File: config.mk
export PLATFORM = sky130hd
export DESIGN_NAME = select_arbiter
export DESIGN_NICKNAME = d
export VERILOG_FILES = /design/src/rtl/select_arbiter.sv
export SDC_FILE = /design/constraint.sdc
export NUM_CORES = 1
export LEC_CHECK = 0
export BUFFER_PORTS_ARGS = -buffer_cell sky130_fd_sc_hd__buf_2
export CORE_UTILIZATION = 58
export DETAILED_ROUTE_END_ITERATION = 8
export GPL_TIMING_DRIVEN = 0
export PLACE_DENSITY = 0.88
export SYNTH_ARGS = -nofsm -noshare
export SYNTH_HDL_FRONTEND = slang
export SYNTH_SLANG_ARGS = --single-unit
File: constraint.sdc
create_clock -name clk -period 4.3 [get_ports clk]
set_input_delay 0.86 -clock clk [delete_from_list [all_inputs] [get_ports clk]]
set_output_delay 0.86 -clock clk [all_outputs]
set_load 0.1 [all_outputs]
File: src/rtl/select_arbiter.sv
// Round-robin grant selector that drives the select lines of a downstream 2-to-4 decoder.
// A grant is held until done, until the holder drops its request, or until MAX_HOLD cycles pass.
module select_arbiter #(
    parameter int unsigned MAX_HOLD = 8
) (
    input  logic       clk,
    input  logic       rst,
    input  logic [3:0] req,
    input  logic       done,
    output logic       s1,
    output logic       s0,
    output logic       gnt_valid,
    output logic       expired
);

    typedef enum logic {
        IDLE  = 1'b0,
        GRANT = 1'b1
    } state_t;

    state_t     state_q;
    logic [1:0] sel_q;
    logic [1:0] last_q;
    logic [7:0] hold_cnt_q;
    logic       gnt_valid_q;
    logic       expired_q;

    logic [1:0] pick_d;
    logic [1:0] cand;
    logic       holder_req_d;
    logic       timeout_d;
    logic       release_d;

    // Cyclic scan starting just after the last holder; the lowest offset wins.
    always_comb begin
        // NOTE: every signal gets a default first so no path leaves it unassigned (no latch).
        pick_d = last_q + 2'd1;
        cand   = last_q;
        for (int k = 4; k >= 1; k--) begin
            cand = last_q + 2'(k);
            if (req[cand]) begin
                pick_d = cand;
            end
        end
        holder_req_d = req[sel_q];
        timeout_d    = (hold_cnt_q == 8'(MAX_HOLD - 1));
        release_d    = done || !holder_req_d || timeout_d;
    end

    always_ff @(posedge clk) begin
        // NOTE: state registers use non-blocking assignments so every flop samples pre-edge values.
        if (rst) begin
            state_q     <= IDLE;
            sel_q       <= 2'd0;
            last_q      <= 2'd3;
            hold_cnt_q  <= 8'd0;
            gnt_valid_q <= 1'b0;
            expired_q   <= 1'b0;
        end else begin
            case (state_q)
                IDLE: begin
                    expired_q <= 1'b0;
                    if (req != 4'b0000) begin
                        sel_q       <= pick_d;
                        hold_cnt_q  <= 8'd0;
                        gnt_valid_q <= 1'b1;
                        state_q     <= GRANT;
                    end
                end
                GRANT: begin
                    if (release_d) begin
                        last_q      <= sel_q;
                        gnt_valid_q <= 1'b0;
                        // Only a pure timeout is flagged; a coincident done or drop wins.
                        expired_q   <= timeout_d && !done && holder_req_d;
                        state_q     <= IDLE;
                    end else begin
                        hold_cnt_q  <= hold_cnt_q + 8'd1;
                        expired_q   <= 1'b0;
                    end
                end
                default: begin
                    state_q     <= IDLE;
                    gnt_valid_q <= 1'b0;
                    expired_q   <= 1'b0;
                end
            endcase
        end
    end

    assign s1        = sel_q[1];
    assign s0        = sel_q[0];
    assign gnt_valid = gnt_valid_q;
    assign expired   = expired_q;

endmodule

Word-level counts from Yosys, hierarchy flattened
Cells that the tools add are included.
{"block": "word_totals", "regBits": 15, "elab_cells": 56, "inputBits": 7}
{"block": "classes", "n_addsub": 4, "n_lt_le_gt_ge": 5, "reduce_logical": 11, "n_bitwise": 1, "n_eq_ne": 4, "n_mux": 25}
{"op": "8-bit 2-to-1 mux", "n": 2}
{"op": "8-bit case mux with 2 select lines", "n": 1}
{"op": "2-bit by 3-bit less-than comparator with 1-bit output (second input constant)", "n": 5}
{"op": "1-bit binary-select mux with 2-bit select", "n": 5}
{"op": "1-bit 2-to-1 mux", "n": 10}
{"op": "8-bit by 1-bit adder with 8-bit output (second input constant)", "n": 1}
{"op": "8-bit by 3-bit == test with 1-bit output (second input constant)", "n": 1}
{"op": "2-bit 2-to-1 mux", "n": 4}
{"op": "2-bit AND reduction", "n": 4}
{"op": "1-bit case mux with 2 select lines", "n": 3}
{"op": "2-bit adder (second input constant)", "n": 2}
{"op": "2-bit inequality test (second input constant)", "n": 2}
{"op": "4-bit nonzero test", "n": 1}
{"op": "2-bit by 1-bit adder with 2-bit output (second input constant)", "n": 1}
{"op": "1-bit logical AND", "n": 2}
{"op": "1-bit zero test", "n": 2}
{"op": "1-bit logical OR", "n": 2}
{"op": "2-bit by 1-bit inequality test with 1-bit output (second input constant)", "n": 1}
{"op": "1-bit inverter", "n": 1}

Longest topological paths before layout
{"block": "logic_depth", "depth_word": 7, "ltp_mapped": 6, "ltp_nobuf": 5}

Worst setup path before layout
Ideal clock, no wire load.
{"block": "synth_path", "path_kind": "reg2reg", "startpoint": "register sel_q[0]", "endpoint": "register hold_cnt_q[2]", "path_slack_ns": 1.892, "stages_incl_launch_ff": 6, "period_less_slack_ns": 2.408, "setup_time_ns": 0.115, "t_arrival_ns": 2.293, "path_buffers": 1, "required_ns": 4.185, "cell_sequence": "dfxtp_1 mux4_2 and3b_2 clkbuf_1 and3_1 o21a_1"}
{"block": "synth_via", "elab_chain_cells": 7}
{"item": "from (decl)", "line_no": "22", "text": "logic [1:0] sel_q;"}
{"item": "from (signal assigned)", "line_no": "64", "text": "sel_q <= pick_d;"}
{"item": "1-bit binary-select mux with 2-bit select", "line_no": "45", "text": "holder_req_d = req[sel_q];"}
{"item": "1-bit 2-to-1 mux (implied by the code)", "line_no": "45"}
{"item": "1-bit zero test", "line_no": "47", "text": "release_d = done || !holder_req_d || timeout_d;"}
{"item": "1-bit logical OR (2 in series)", "line_no": "47"}
{"item": "2-bit inequality test (no line)"}
{"item": "2-bit AND reduction (no line)"}
{"item": "to (signal assigned)", "line_no": "78", "text": "hold_cnt_q <= hold_cnt_q + 8'd1;"}
{"item": "to (decl)", "line_no": "24", "text": "logic [7:0] hold_cnt_q;"}
No other way between the ends. The select of a mux whose other input is x is not followed.
A chain may end at the register's enable or synchronous reset.

Worst setup path after layout
{"block": "layout_path", "startpoint": "input req[3]", "endpoint": "register hold_cnt_q[2]"}
{"block": "layout_via", "elab_chain_cells": 7}
{"item": "from (decl)", "line_no": "8", "text": "input logic [3:0] req,"}
{"item": "1-bit binary-select mux with 2-bit select", "line_no": "45"}
{"item": "1-bit 2-to-1 mux (implied by the code)", "line_no": "45"}
{"item": "1-bit zero test", "line_no": "47"}
{"item": "1-bit logical OR (2 in series)", "line_no": "47"}
{"item": "2-bit inequality test (no line)"}
{"item": "2-bit AND reduction (no line) (*)"}
Every way passes the cells marked *; elsewhere a longest branch is shown, timed or not. The select of a mux whose other input is x is not followed.

==> run_results.csv <==
group,metric,value,unit
die,die_y,40.0,um
yosys,netlist_area,837,um^2
route,dr.pass1.iters,4,
cells_and_area,layout_commonest_cell,"dfxtp_1",
yosys,ys_seq_area_share,35.9,%
grt,grt_max_degree,11,
route,wirelength,1930,um
timing,fmax,473,MHz
critical_path,endpoint_kind,"register",
die,io_pins,11,
power,power.density_cell_area,328,mW/mm^2
route,vias,844,
grt,met1_usage,38.6,%
die,die_area,0.00160,mm^2
route,drc_errors,0,
job,max-cap-violations,0,
die,core-area,0.00132,mm^2
critical_path,worstSetupPathType,"in2reg",
grt,antenna_found_initial,0,
power,power_frac_comb,22.3,%
cells_and_area,drive_above_1_share,17.0,%
timing,period_needed,2.11,ns
route,first_iter_violations,33,
yosys,yosysWarnings,0,
placed_design,dp_hpwl,1400,um
timing,rsz0062_at_grt,"false",
clocking,cts_buffer_depth,2,
cells_and_area,stdcell_count,127,
power,p_leak,0.357,nW
yosys,synth_edf_count,0,
placed_design,numPortBuffers,10,
cells_and_area,area_delta_synth_final,11.4,%
yosys,yosysUniqueCellTypes,37,
critical_path,critical_path_arrival,2.30,ns
yosys,synth_flop_cell,"dfxtp_1",
run_status,outcome,"completed",
grt,gr-usage-all-layers,28.9,%
yosys,avgSynthCellArea,8.54,um^2
clocking,cts_resized,0,
yosys,netlist_instances,98,
timing,hold_viol,0,
timing,tightest_slew,0.491,ns
grt,first_global_vias,722,
timing,fin_skew,0.00176,ns
critical_path,cp_max_fo,7,
cells_and_area,mostFrequentLayoutCells,"dfxtp_1, buf_2, o211ai_1",
yosys,synth_top_cells_by_area,"dfxtp_1, o211ai_1, or4_1, inv_1, nor2_1",
yosys,yosys.area.top_type,"dfxtp_1",
yosys,synth_top_area_share,35.9,%
power,power_frac_clock,27.5,%
route,vias_per_cell,6.65,
clocking,clkTransAtPathRegs,0.09,ns
critical_path,start_kind,"input pin",
yosys,syn-num-nets,106,
power,vdd_drop_max,0.263,mV
timing,slew_headroom,67.2,%
placed_design,dp_cells,123,
grt,use_met2,46.4,%
power,sequentialPowerShare,50.2,%
clocking,clock-sinks,15,
die,die_w,40.0,um
power,p_sw,0.103,mW
power,p_sw_share,33.8,%
power,p_int,0.202,mW
clocking,clockRootBuffer,"clkbuf_4",
clocking,post_cts_buffers,0,
yosys,ys_async_sr_fraction,0,%
cells_and_area,layout.nets,121,
timing,fin_crit_sh,49.1,%
clocking,clkLatencyLatePin,0.29,ns
die,floorplan.initialDensity,63.5,%
cells_and_area,diodes,0,
die,fp-row-count,13,
yosys,ys_seq_elements,15,
route,detail_route.wl_per_cell,15.2,um
grt,use_met3,4.44,%
timing,setup_tns,0,ns
clocking,h-tree-depth,1,
route,ant_nets,0,
clocking,holdBufCountCts,0,
grt,grt_pass1_wl,3110,um
grt,busiest_layer,"met2",
min_path,hold_path.class,"reg2reg",
timing,drv_slew,0,
clocking,cts_tree,"done",
clocking,cts_buffers,3,
placed_design,gp_congestion,0.876,
grt,grt_overflow,0,
critical_path,crit_required,4.49,ns
cells_and_area,fin_util,70.8,%
timing,setup_viol,0,
## logic make-up (layout without fill, tap and decap cells)
| logic type | after synthesis | after routing | share of synthesized area (%) |
|---|---|---|---|
| AND/OR/NAND/NOR | 37 | 37 | 26.6 |
| AO/OA/AOI/OAI | 32 | 32 | 26.5 |
| flip-flops | 15 | 15 | 35.9 |
| buffers and inverters | 11 | 25 | 5.83 |
| adder cells (fa/ha/maj) | 1 | 1 | 1.49 |
| XOR/XNOR | 1 | 1 | 1.05 |
| multiplexers | 1 | 1 | 2.69 |
## cell usage after synthesis (all sizes together), types with 2 or more instances
| cell type | instances |
|---|---|
| a21oi | 5 |
| a31oi | 4 |
| and3 | 3 |
| clkbuf | 3 |
| dfxtp | 15 |
| inv | 7 |
| nand2 | 3 |
| nand2b | 2 |
| nand3 | 5 |
| nand4 | 3 |
| nor2 | 7 |
| nor4b | 2 |
| o211ai | 9 |
| o21a | 2 |
| o21ai | 3 |
| or4 | 5 |
## worst paths after layout
path	from	to	slack [ns]	cells after the start
setup / recovery	req[3]	hold_cnt_q[2]	2.19	6
hold / removal	hold_cnt_q[3]	hold_cnt_q[3]	0.50	2
setup reg to reg	hold_cnt_q[0]	hold_cnt_q[0]	2.30	6
hold reg to reg	hold_cnt_q[3]	hold_cnt_q[3]	0.50	2
## layout make-up
cell class / instances / area, um^2
multi-input combinational: 72 / 488
fill: 108 / 385
sequential: 15 / 300
timing repair buffer: 10 / 50.0
clock buffer: 4 / 26.3
inverter: 7 / 26.3
buffer: 4 / 22.5
tap: 15 / 18.8
## registers in the layout, summed over array words and instances (netlist names)
| register | count |
|---|---|
| gnt_valid | 1 |
| sel_q | 2 |
| expired | 1 |
| state_q | 1 |
| hold_cnt_q | 8 |
| last_q | 2 |
## power by group through the flow
stage | Clock (mW) | Sequential, mW | Combinational (mW)
floorplan | 0 | 0.177 | 0.0306
global placement | 0 | 0.156 | 0.0659
detailed placement | 0 | 0.157 | 0.0676
CTS | 0.0822 | 0.153 | 0.0680
global route | 0.0877 | 0.154 | 0.0737
finish | 0.0840 | 0.153 | 0.0682
## layer usage
metal / vias to the layer above / routed length (um)
met5: - / 0
met4: 0 / 25
met3: 6 / 143
met2: 42 / 889
met1: 389 / 870
li1: 407 / -
## worst max-delay path, cell delays in order
cell,delay [ns]
buf_2,0.14
mux4_2,0.52
and3b_2,0.22
clkbuf_1,0.19
and3_1,0.22
o21a_1,0.16
## stage by stage
stage | power (mW) | hold slack (ns) | instance area (um^2) | worst slack (ns)
after global placement | 0.222 | 0.477 | 906 | 1.93
final | 0.306 | 0.497 | 932 | 2.19
after floorplan | 0.207 | 0.459 | 837 | 1.89
after CTS | 0.304 | 0.497 | 932 | 2.17
after global routing | 0.316 | 0.544 | 932 | 2.13
after detailed placement | 0.224 | 0.484 | 906 | 1.87
No activity file was read; power rests on OpenSTA's default activity.
